===== src/rtl/dma_bus_sched.sv =====
// dma_bus_sched -- main-bus scheduler for the GBC core.
//
// Shares the single external/WRAM/ROM read port between the CPU, the
// HDMA/GDMA engine and the FF46 OAM DMA engine. Each granted DMA read is
// turned into a write on the VRAM or OAM port one clock later, when the
// memory returns its data. Grant priority: HDMA > OAM DMA > CPU.
//
// Ports
//   clk, reset              system clock, synchronous active-high reset
//   cpu_addr/rd/wr/wdata    CPU bus request
//   cpu_rdata               data returned to CPU (FF for blocked reads)
//   cpu_stall               CPU freeze while HDMA owns the bus
//   hdma_req/src/dst        one-byte-per-clock HDMA read requests
//   oam_start/oam_page      FF46 write pulse and source page
//   oam_busy                OAM DMA in progress
//   mem_addr/rd/wr/wdata    main bus request
//   mem_rdata               main bus data, valid 1 clk after mem_rd
//   vram_addr/wr/wdata      VRAM write port for HDMA bytes
//   oam_addr/wr/wdata       OAM write port for OAM DMA bytes
module dma_bus_sched #(
    parameter int OAM_LEN  = 160,
    parameter int OAM_STEP = 4
) (
    input  logic        clk,
    input  logic        reset,
    input  logic [15:0] cpu_addr,
    input  logic        cpu_rd,
    input  logic        cpu_wr,
    input  logic [7:0]  cpu_wdata,
    output logic [7:0]  cpu_rdata,
    output logic        cpu_stall,
    input  logic        hdma_req,
    input  logic [15:0] hdma_src,
    input  logic [15:0] hdma_dst,
    input  logic        oam_start,
    input  logic [7:0]  oam_page,
    output logic        oam_busy,
    output logic [15:0] mem_addr,
    output logic        mem_rd,
    output logic        mem_wr,
    output logic [7:0]  mem_wdata,
    input  logic [7:0]  mem_rdata,
    output logic [12:0] vram_addr,
    output logic        vram_wr,
    output logic [7:0]  vram_wdata,
    output logic [7:0]  oam_addr,
    output logic        oam_wr,
    output logic [7:0]  oam_wdata
);

    localparam int CW = (OAM_STEP > 2) ? $clog2(OAM_STEP) : 1;
    localparam logic [CW-1:0] CNT_LOAD = CW'(OAM_STEP - 1);
    // The step counter spans the whole byte slot: WAIT leaves two counts
    // early so that WAIT + READ + WRITE together take exactly OAM_STEP clks.
    localparam logic [CW-1:0] CNT_EXIT = CW'(2);
    localparam logic [7:0]    IDX_LAST = 8'(OAM_LEN - 1);

    typedef enum logic [1:0] {S_IDLE, S_WAIT, S_READ, S_WRITE} oam_state_e;

    oam_state_e    state_q, state_d;
    logic [7:0]    idx_q, idx_d;
    logic [CW-1:0] cnt_q, cnt_d;
    logic [7:0]    page_q, page_d;

    logic          hdma_vld_q;
    logic [12:0]   hdma_dst_q;
    logic          rd_fwd_q;
    logic [7:0]    rdata_hold_q, rdata_hold_d;

    logic [7:0]    page_remap;
    logic          hram_hit, cpu_pass, cpu_block_rd;
    logic          unused_dst_hi;

    assign unused_dst_hi = ^hdma_dst[15:13];

    // E0-FF is the echo of C0-DF.
    assign page_remap = (oam_page >= 8'hE0) ? (oam_page - 8'h20) : oam_page;

    assign oam_busy  = (state_q != S_IDLE);
    assign cpu_stall = !reset && (hdma_req || hdma_vld_q);
    assign hram_hit  = (cpu_addr >= 16'hFF80) && (cpu_addr != 16'hFFFF);

    // CPU reaches the bus only when not stalled and OAM is not reading;
    // during OAM DMA only HRAM accesses go through.
    assign cpu_pass     = !reset && !cpu_stall && (state_q != S_READ) &&
                          (!oam_busy || hram_hit);
    assign cpu_block_rd = !reset && !cpu_stall && oam_busy && cpu_rd && !cpu_pass;

    // ---------------- OAM FSM: state register ----------------
    always_ff @(posedge clk) begin
        if (reset) begin
            state_q <= S_IDLE;
            idx_q   <= '0;
            cnt_q   <= '0;
            page_q  <= '0;
        end else begin
            state_q <= state_d;
            idx_q   <= idx_d;
            cnt_q   <= cnt_d;
            page_q  <= page_d;
        end
    end

    // ---------------- OAM FSM: next state ----------------
    always_comb begin
        state_d = state_q;
        idx_d   = idx_q;
        cnt_d   = cnt_q;
        page_d  = page_q;
        if (oam_start) begin
            // A new FF46 write restarts from byte 0 in any state.
            state_d = S_WAIT;
            idx_d   = '0;
            cnt_d   = CNT_LOAD;
            page_d  = page_remap;
        end else begin
            case (state_q)
                S_WAIT: begin
                    // Counter is frozen while HDMA holds the bus.
                    if (!hdma_req) begin
                        if (cnt_q == CNT_EXIT) state_d = S_READ;
                        else                   cnt_d   = cnt_q - 1'b1;
                    end
                end
                S_READ: begin
                    if (!hdma_req) state_d = S_WRITE;
                end
                S_WRITE: begin
                    if (idx_q == IDX_LAST) begin
                        state_d = S_IDLE;
                    end else begin
                        idx_d   = idx_q + 8'd1;
                        cnt_d   = CNT_LOAD;
                        state_d = S_WAIT;
                    end
                end
                default: ;
            endcase
        end
    end

    // ---------------- OAM FSM: outputs + bus mux ----------------
    always_comb begin
        mem_addr  = '0;
        mem_rd    = 1'b0;
        mem_wr    = 1'b0;
        mem_wdata = '0;
        oam_wr    = 1'b0;
        oam_wdata = '0;
        if (!reset) begin
            if (hdma_req) begin
                mem_addr = hdma_src;
                mem_rd   = 1'b1;
            end else if (state_q == S_READ) begin
                mem_addr = {page_q, idx_q};
                mem_rd   = 1'b1;
            end else if (cpu_pass) begin
                mem_addr  = cpu_addr;
                mem_rd    = cpu_rd;
                mem_wr    = cpu_wr;
                mem_wdata = cpu_wdata;
            end
            // A restart on the same clock cancels the in-flight byte.
            if (state_q == S_WRITE && !oam_start) begin
                oam_wr    = 1'b1;
                oam_wdata = mem_rdata;
            end
        end
    end

    assign oam_addr = idx_q;

    // ---------------- HDMA write pipeline ----------------
    always_ff @(posedge clk) begin
        if (reset) begin
            hdma_vld_q <= 1'b0;
            hdma_dst_q <= '0;
        end else begin
            hdma_vld_q <= hdma_req;
            if (hdma_req) hdma_dst_q <= hdma_dst[12:0];
        end
    end

    assign vram_wr    = !reset && hdma_vld_q;
    assign vram_addr  = hdma_dst_q;
    assign vram_wdata = vram_wr ? mem_rdata : 8'h00;

    // ---------------- CPU read return ----------------
    // Forwarded reads see mem_rdata on the clock it arrives; the hold
    // register keeps the last value (or FF after a blocked read).
    always_comb begin
        rdata_hold_d = rdata_hold_q;
        if (cpu_block_rd)  rdata_hold_d = 8'hFF;
        else if (rd_fwd_q) rdata_hold_d = mem_rdata;
    end

    always_ff @(posedge clk) begin
        if (reset) begin
            rd_fwd_q     <= 1'b0;
            rdata_hold_q <= 8'hFF;
        end else begin
            rd_fwd_q     <= cpu_pass && cpu_rd;
            rdata_hold_q <= rdata_hold_d;
        end
    end

    assign cpu_rdata = rd_fwd_q ? mem_rdata : rdata_hold_q;

endmodule


===== config.mk =====
export PLATFORM = sky130hd
export DESIGN_NAME = dma_bus_sched
export DESIGN_NICKNAME = d
export VERILOG_FILES = /design/src/rtl/dma_bus_sched.sv
export SDC_FILE = /design/constraint.sdc
export NUM_CORES = 1
export LEC_CHECK = 0
export CAP_MARGIN = 20
export CELL_PAD_IN_SITES_DETAIL_PLACEMENT = 1
export CELL_PAD_IN_SITES_GLOBAL_PLACEMENT = 1
export CORE_UTILIZATION = 23
export CTS_CLUSTER_DIAMETER = 60
export CTS_CLUSTER_SIZE = 40
export DETAILED_ROUTE_END_ITERATION = 16
export GPL_TIMING_DRIVEN = 0
export HOLD_SLACK_MARGIN = 0.06
export PLACE_DENSITY_LB_ADDON = 0.1
export SLEW_MARGIN = 25
export SYNTH_ARGS = -nofsm -noshare
export SYNTH_HDL_FRONTEND = slang
export SYNTH_SLANG_ARGS = --single-unit

===== constraint.sdc =====
create_clock -name clk -period 3.4 [get_ports clk]
set_input_delay 1.02 -clock clk [delete_from_list [all_inputs] [get_ports clk]]
set_output_delay 1.02 -clock clk [all_outputs]
set_load 0.03 [all_outputs]

After elaboration in Yosys (flattened, before gate mapping). Cells that the tools add are included.

Flip-flop bits (word level): 43. Bits of input ports: 78. Output and inout bits: 75. Logic and storage cells: 92.

Add/subtract/negate cells: 3. Magnitude comparators: 2. Eq/ne operators: 15. Muxes and demuxes: 34. Bitwise gates (word level): 1. Reduce and logical (&&, ||, !) cells: 28.

Operator list (count): $mux 8 (9); $mux 16 (4); $ge 16x16->1 const B (1); $ne 16x16->1 const B (1); $ne 3x3->1 const B (5); $mux 2 (7); $mux 1 (12); $reduce_and 4->1 (3); $logic_and 1x1->1 (11); $add 8x1->8 const B (1); $eq 8x8->1 const B (1); $ge 8x8->1 const B (1); $ne 2x2->1 const B (4); $sub 8x6->8 const B (1); $eq 2x2->1 const B (3); $pmux 2 s3 (1); $reduce_bool 3->1 (2); $logic_not 1->1 (5); $pmux 2 s2 (1); $reduce_bool 4->1 (1); $reduce_or 2->1 (2); $eq 2x1->1 const B (1); $logic_or 1x1->1 (2); $reduce_and 2->1 (1); 3 further kinds (3).

Logic depth before layout (Yosys ltp). Gate-level depths: netlist (run 1).

Depth after elaboration: 10. Gate-level depth with buffers: 7. Gate-level depth less buffers: 6.

Least setup slack after synthesis (run 1). No wires, ideal clock.

Path type: input to output. From: in reset. To: out mem_addr[4]. Data arrival time: 2.742 ns. Required time: 2.380 ns. Setup slack: -0.362 ns. Stages: 5. Path buffers: 1. Cell sequence: or2_2 nor2_1 buf_2 a211oi_1 a211oi_1.

Word-level cells in the longest chain between the ends: 10.

RTL lines: start: declaration (RTL line 25) `input logic reset,`; $logic_not 1->1 (RTL line 80, 85); $logic_and 1x1->1 (RTL line 80) `assign cpu_stall = !reset && (hdma_req || hdma_vld_q);`; $logic_not 1->1 (RTL line 85) `assign cpu_pass = !reset && !cpu_stall && (state_q != S_READ) &&`; $logic_and 1x1->1 (3 in series) (RTL line 85); $mux 16 (RTL line 157) `end else if (cpu_pass) begin`; $mux 16 (RTL line 154) `end else if (state_q == S_READ) begin`; $mux 16 (RTL line 151) `if (hdma_req) begin`; $mux 16 (*) (RTL line 150) `if (!reset) begin`; end: declaration (RTL line 38) `output logic [15:0] mem_addr,`.

Every way passes the cells marked *; elsewhere a longest branch is shown, timed or not.

Worst setup path in the final report (run 1).
From: in cpu_addr[6]. To: out mem_wdata[4].

Word-level cells in the longest chain between the ends: 8. Elaborated cells on any way between the ends: 9. Classes of those cells: 1 x order compare; 1 x eq/ne; 4 x mux; 3 x reduce/logical.

RTL lines: start: declaration (RTL line 26) `input logic [15:0] cpu_addr,`; $ge 16x16->1 / $ne 16x16->1 (equally long branches) (RTL line 81) `assign hram_hit = (cpu_addr >= 16'hFF80) && (cpu_addr != 16'hFFFF);`; $logic_and 1x1->1 (*) (RTL line 81); $logic_or 1x1->1 (*) (RTL line 86) `(!oam_busy || hram_hit);`; $logic_and 1x1->1 (*) (RTL line 85); $mux 8 (*) (RTL line 157); $mux 8 (*) (RTL line 154); $mux 8 (*) (RTL line 151); $mux 8 (*) (RTL line 150); end: declaration (RTL line 41) `output logic [7:0] mem_wdata,`.

Marked as above.

==> metrics.txt, run 1 <==
1st-iter DRT viols between 50 and 60; count of flip-flops with a built-in enable after synthesis 0; final hold vios 0; type of the worst setup path in2out; drt via density just under 5; x dimension of the die 107 um; final critical-path setup slack -0.288 ns; Peak supply drop 0.149 mV; # DRC 0; number of warnings reported in the yosys synthesis log 0; synthesized instance count between 300 and 400; unrepaired setup endpoints after global routing yes; Fmax achieved around 270 MHz; Finished Layout Cells 623; clock net sink count between 40 and 50; fraction of the cycle the final worst path needs 1.08; mean post-synth cell area roughly 8.3 um2; Slew HR 0.527; footprint of the multi-input gates 1830 um2; Least-Margin Pin Slew 0.706 ns; CORE AREA between 10,000 and 15,000 um2; area of the die around 12,000 um2; I/O Buffers approximately 150; cell at the root of the clock tree sky130_fd_sc_hd__clkbuf_8; antenna violations before repair 0; #FFs+latches synth 43; TritonCTS buffer count 5; first-pass detailed-route iteration total 4; share of synthesized flip-flops with an asynchronous set or reset 0; Main synth FF type sky130_fd_sc_hd__dfxtp_1; Post-Route Skew 0.00733 ns; cell types with the largest area share after synthesis sky130_fd_sc_hd__dfxtp_1, sky130_fd_sc_hd__a211oi_1, sky130_fd_sc_hd__mux2i_1, sky130_fd_sc_hd__and2_1, sky130_fd_sc_hd__nor2_1; post-detail-place hpwl 7.70 mm; Starting Density 0.235; Netlist cell types 37; number of nets at the end of the flow between 500 and 600; CTS tree built; critical path, cell by cell buf_8 > and4_4 > a2111o_1 > a2111oi_4 > buf_4 > and2_4 > buf_6; category of the worst setup path launch point primary input; final setup vio count 26; share of Yosys cell area claimed by the top area cell type 0.338; CP Data Arrival Time about 2.7 ns; dominant delay contributor by cell family on the critical path compound AO/OA/AOI/OAI gates; number of max-cap violations 0; total routing resource utilization after global routing 0.185; DRT antenna net count 0; diode count 0; global-route wire length before repair 16.5 mm; worst hold-check path type reg2reg; total power ~1.3 mW; master of the slowest instance on the critical path sky130_fd_sc_hd__a2111o_1; Final Slew Violations 0; Clk Latency, worst-skew pair 0.32 ns; most common library cell in the layout ignoring fill and taps sky130_fd_sc_hd__clkdlybuf4s50_1; pin count of the biggest net entering global routing 16; Pwr per Cell Area 279 nW/um2; Longest Clk Path Bufs 2; Final Routed Wirelength 10.6 mm; CP max stage delay 0.49 ns; post-synth design cell area around 2500 um2; Critical path buffers and inverters 3; I/O pins 153; total nets after synthesis between 300 and 400; largest fanout on the critical path 5; status finished, violations left; Final Wtd Congestion roughly 0.78; clock edge transition at the registers on the reported setup and hold paths 0.10 ns; Req. time, crit path roughly 2.4 ns; number of global-route vias before repair approximately 3,100; via count roughly 3,000; layout overhead on the synthesized area 87.6%; GRT overflow 0; element type at the critical path end output pin; number of rows in the core area 38; Placed Cells a little under 600; Register Area approximately 860 um2; largest area contributor in the netlist sky130_fd_sc_hd__dfxtp_1; share of post-route cells with drive strength above 1 0.308; final-layout fill cell count between 1,000 and 1,500; portion of the post-synthesis area used by sequential elements 0.338; Leak 1.88 nW; Max H-tree Level 2; vertical extent of the die ~110 um; routed length per placed instance ~17 um; number of hold buffers added after CTS 0; Fin Setup TNS -3.81 ns; violated checks negative setup slack; Final Critical Period ~3.7 ns; top library cells by usage in the layout, fill and taps aside sky130_fd_sc_hd__clkdlybuf4s50_1, sky130_fd_sc_hd__dfxtp_1, sky130_fd_sc_hd__a211oi_1
[synth_stat cells, types with 2 or more instances]
| library cell | n |
|---|---|
| sky130_fd_sc_hd__nor2b_1 | 2 |
| sky130_fd_sc_hd__buf_2 | 7 |
| sky130_fd_sc_hd__ha_1 | 3 |
| sky130_fd_sc_hd__dfxtp_1 | 43 |
| sky130_fd_sc_hd__a21oi_1 | 8 |
| sky130_fd_sc_hd__o21ai_0 | 17 |
| sky130_fd_sc_hd__a211oi_1 | 53 |
| sky130_fd_sc_hd__and2_1 | 27 |
| sky130_fd_sc_hd__or2_2 | 2 |
| sky130_fd_sc_hd__inv_1 | 9 |
| sky130_fd_sc_hd__nand3_1 | 8 |
| sky130_fd_sc_hd__clkbuf_1 | 16 |
| sky130_fd_sc_hd__nand2_1 | 13 |
| sky130_fd_sc_hd__mux2i_1 | 19 |
| sky130_fd_sc_hd__nor2_1 | 34 |
| sky130_fd_sc_hd__nand4_1 | 4 |
| sky130_fd_sc_hd__nor3_1 | 2 |
| sky130_fd_sc_hd__mux2_2 | 8 |
| sky130_fd_sc_hd__xnor2_1 | 5 |
| sky130_fd_sc_hd__a31oi_1 | 2 |
| sky130_fd_sc_hd__nand2b_1 | 9 |
[power breakdown]
part           switching, mW  total [mW]  internal (mW)
Combinational          0.221       0.431          0.211
Clock                  0.218       0.366          0.148
Sequential            0.0138       0.539          0.525
[repair_timing]
action	in CTS	in global routing
pin swaps	26	13
gates cloned	4	0
endpoints found under the setup margin	45	34
endpoints found under the hold margin	0	0
setup buffers	9	10
gates resized for setup	323	27
[path summary, 6_finish.rpt]
path              slack, ns   startpoint  depth (start not counted)           end
setup reg to reg       1.47  oam_addr[0]                          6   oam_addr[7]
hold reg to reg        0.50     cnt_q[0]                          1      cnt_q[0]
hold / removal         0.50     cnt_q[0]                          1      cnt_q[0]
setup / recovery      -0.29  cpu_addr[6]                          7  mem_wdata[4]
[kinds of logic after synthesis]
| logic type | synth area share |
|---|---|
| simple gates | 0.214 |
| buf+inv | 0.0506 |
| compound gates | 0.253 |
| mux | 0.110 |
| fa+ha+maj | 0.0147 |
| xor+xnor | 0.0206 |
| flops | 0.338 |
[final cells by class]
cell class,instances,area share
plain buffers,22,0.0304
inverters,9,0.00785
repair buffers,168,0.343
clock buffers,5,0.0144
clock inverters,3,0.00497
well taps,140,0.0366
multi-input cells,233,0.383
flip-flops and latches,43,0.180
[state kept, by name (all words and copies together) (netlist names)]
register	flops
page_q	8
vram_addr	13
cnt_q	2
oam_addr	8
rdata_hold_q	8
hdma_vld_q	1
rd_fwd_q	1
state_q	2
[stage by stage]
| stage | instance area (um2) | hold WS (ns) | worst slack, ns | util |
|---|---|---|---|---|
| after floorplan | 2720 | 0.445 | -0.130 | - |
| after global placement | 4380 | 0.466 | -1.44 | 0.404 |
| after detailed placement | 4380 | 0.476 | -1.44 | 0.404 |
| after CTS | 4690 | 0.502 | -0.322 | 0.432 |
| after global routing | 4780 | 0.519 | -0.360 | 0.441 |
| final | 4780 | 0.498 | -0.288 | 0.441 |
[layer usage]
metal  up-vias  global-route usage  routed length (um)
met5         -                   0                   0
met4         0              0.0440                 102
met3         9              0.0424                 569
met2        84               0.331                5200
met1      1464               0.222                4780
li1       1453                   -                   -
(Power assumes the default switching activity.)
==> run 2: changes to the inputs <==
- SETUP_SLACK_MARGIN: unset -> 0.5
==> run 2 against run 1 <==
Compared with the run above: the flow still finishes with violations (negative setup slack); fmax barely moved; die area did not move; global-route usage rose by 0.42 points; critical path depth did not move; first-iteration DRC count rose by 11%; non-clock buffer count rose by 8; wire length rose by 0.79%; count of clock-buffer cells in the layout did not move; register-to-register slack barely moved; final cell count rose by 1.3%; clock power barely moved; largest power group unchanged.
==> metrics.txt, run 2 (synthesis results as in run 1) <==
unrepaired setup endpoints after global routing yes; total routing resource utilization after global routing 0.189 (+0.00418); post-detail-place hpwl 7.82 mm (+1.5%); Post-Route Skew 0.00442 ns (-0.00291 ns); top library cells by usage in the layout, fill and taps aside sky130_fd_sc_hd__clkdlybuf4s50_1, sky130_fd_sc_hd__buf_6, sky130_fd_sc_hd__dfxtp_1; via count 3,047 (+1.2%); Fin Setup TNS -3.13 ns (+0.676 ns); TritonCTS buffer count 5 (unchanged); Clk Latency, worst-skew pair 0.30 ns (-0.02 ns); critical path launch point cpu_addr[6]; most frequent cell on the critical path sky130_fd_sc_hd__buf_6; Pwr per Cell Area 272 nW/um2 (-2.5%); cell at the root of the clock tree sky130_fd_sc_hd__clkbuf_8; # DRC 0 (unchanged); critical path, cell by cell buf_6 > and4_4 > a2111o_1 > a2111oi_4 > buf_4 > and2_4 > buf_6; Req. time, crit path 2.38 ns (about the same); number of hold buffers added after CTS 0 (unchanged); Final Wtd Congestion 0.741 (-5.3%); final critical-path setup slack -0.288 ns (+0.000124 ns); Final Critical Period 3.69 ns (-0.000124 ns); master of the slowest instance on the critical path sky130_fd_sc_hd__a2111o_1; diode count 0 (unchanged); I/O pins 153 (unchanged); first-pass detailed-route iteration total 4 (unchanged); Starting Density 0.235 (unchanged); global-route wire length before repair 16.8 mm (+1.7%); antenna violations before repair 0 (unchanged); Final Routed Wirelength 10.7 mm (+0.79%); layout overhead on the synthesized area 95.2%; element type at the critical path end output pin; final worst hold slack 0.494 ns (-0.00350 ns); Max H-tree Level 2 (unchanged); CP Data Arrival Time 2.67 ns (about the same); number of rows in the core area 38 (unchanged); type of the worst setup path in2out; clock edge transition at the registers on the reported setup and hold paths 0.10 ns (about the same); final setup vio count 25 (-3.8%); Fmax achieved 271 MHz (about the same); worst min-delay path startpoint page_q[5]; Slew HR 0.492 (-0.0343); worst hold-check path type reg2reg; routed length per placed instance 17.0 um (-0.49%); number of global-route vias before repair 3,157 (+0.32%); CTS tree built; DRT antenna net count 0 (unchanged); Least-Margin Pin Slew 0.757 ns (+0.0512 ns); category of the worst setup path launch point primary input; I/O Buffers 148 (unchanged); number of max-cap violations 0 (unchanged); GRT overflow 0 (unchanged); pin count of the biggest net entering global routing 17 (+1); Peak supply drop 0.184 mV (+24%); violated checks negative setup slack; clock net sink count 43 (unchanged); CP max stage delay 0.49 ns (about the same); final-layout fill cell count 1,239 (-0.32%); Final Slew Violations 0 (unchanged); vertical extent of the die 107 um (unchanged); number of flip-flops under the largest register name 13 (unchanged); drt via density 4.83 (about the same); Longest Clk Path Bufs 2 (unchanged); CORE AREA 10,800 um2 (unchanged); dominant delay contributor by cell family on the critical path compound AO/OA/AOI/OAI gates; x dimension of the die 107 um (unchanged); most common library cell in the layout ignoring fill and taps sky130_fd_sc_hd__clkdlybuf4s50_1; area of the die 11,500 um2 (unchanged); 1st-iter DRT viols 62 (+11%); status finished, violations left; Leak 1.99 nW (+6.1%); RR Startpoint oam_addr[0]; fraction of the cycle the final worst path needs 1.08 (about the same); largest fanout on the critical path 5 (unchanged); share of post-route cells with drive strength above 1 0.385 (+0.0764); number of nets at the end of the flow 571 (+1.4%); Critical path buffers and inverters 3 (unchanged); final hold vios 0 (unchanged)
## run 2: power breakdown
group,total [mW],switching (mW),internal (mW)
clock network,0.364,0.213,0.152
registers,0.539,0.0142,0.525
logic,0.451,0.231,0.220
## run 2: cell type report
type                       instances  area (um2)  area share
clock buffer                       5        68.8      0.0138
buffer                            23         198      0.0397
tap                              140         175      0.0352
sequential                        43         861       0.173
timing repair buffer             175        1670       0.336
inverter                           9        48.8     0.00981
multi-input combinational        233        1920       0.387
clock inverter                     3        26.3     0.00528
## run 2: path summary, 6_finish.rpt
kind                        to  slack (ns)  cells after the start
setup / recovery  mem_wdata[0]       -0.29                      7
hold / removal       page_q[5]        0.49                      2
setup reg to reg   oam_addr[7]        1.47                      6
hold reg to reg      page_q[5]        0.49                      2
## run 2: tightest hold or removal path: stages, from the launching register on
cell	delay (ns)
sky130_fd_sc_hd__dfxtp_1	0.34
sky130_fd_sc_hd__nand2_1	0.07
sky130_fd_sc_hd__a21oi_1	0.05
## run 2: through the flow
stage | setup slack (ns) | utilization | instance area (um2) | power [mW] | instances
3_3_place_gp | -1.45 | 0.419 | 4540 | 0.968 | 595
6_report | -0.288 | 0.459 | 4970 | 1.35 | 631
3_5_place_dp | -1.46 | 0.419 | 4540 | 0.974 | 595
5_1_grt | -0.342 | 0.459 | 4970 | 1.43 | 631
4_1_cts | -0.340 | 0.453 | 4910 | 1.37 | 625
2_1_floorplan | -0.0303 | - | 2890 | 0.775 | 307
## run 2: timing repair
| item | CTS | global route |
|---|---|---|
| hold endpoints to repair | 0 | 0 |
| setup endpoints to repair | 53 | 43 |
| pin swaps | 21 | 10 |
| buffers inserted | 19 | 6 |
| cloned | 3 | 0 |
| gates resized for setup | 442 | 30 |
## run 2: layer usage
metal  global-route usage  vias up  wire, um
met5                    0        -         0
met1                0.227     1470      4570
li1                     -     1475         -
met2                0.341       93      5430
met3               0.0442        9       641
met4               0.0362        0        93
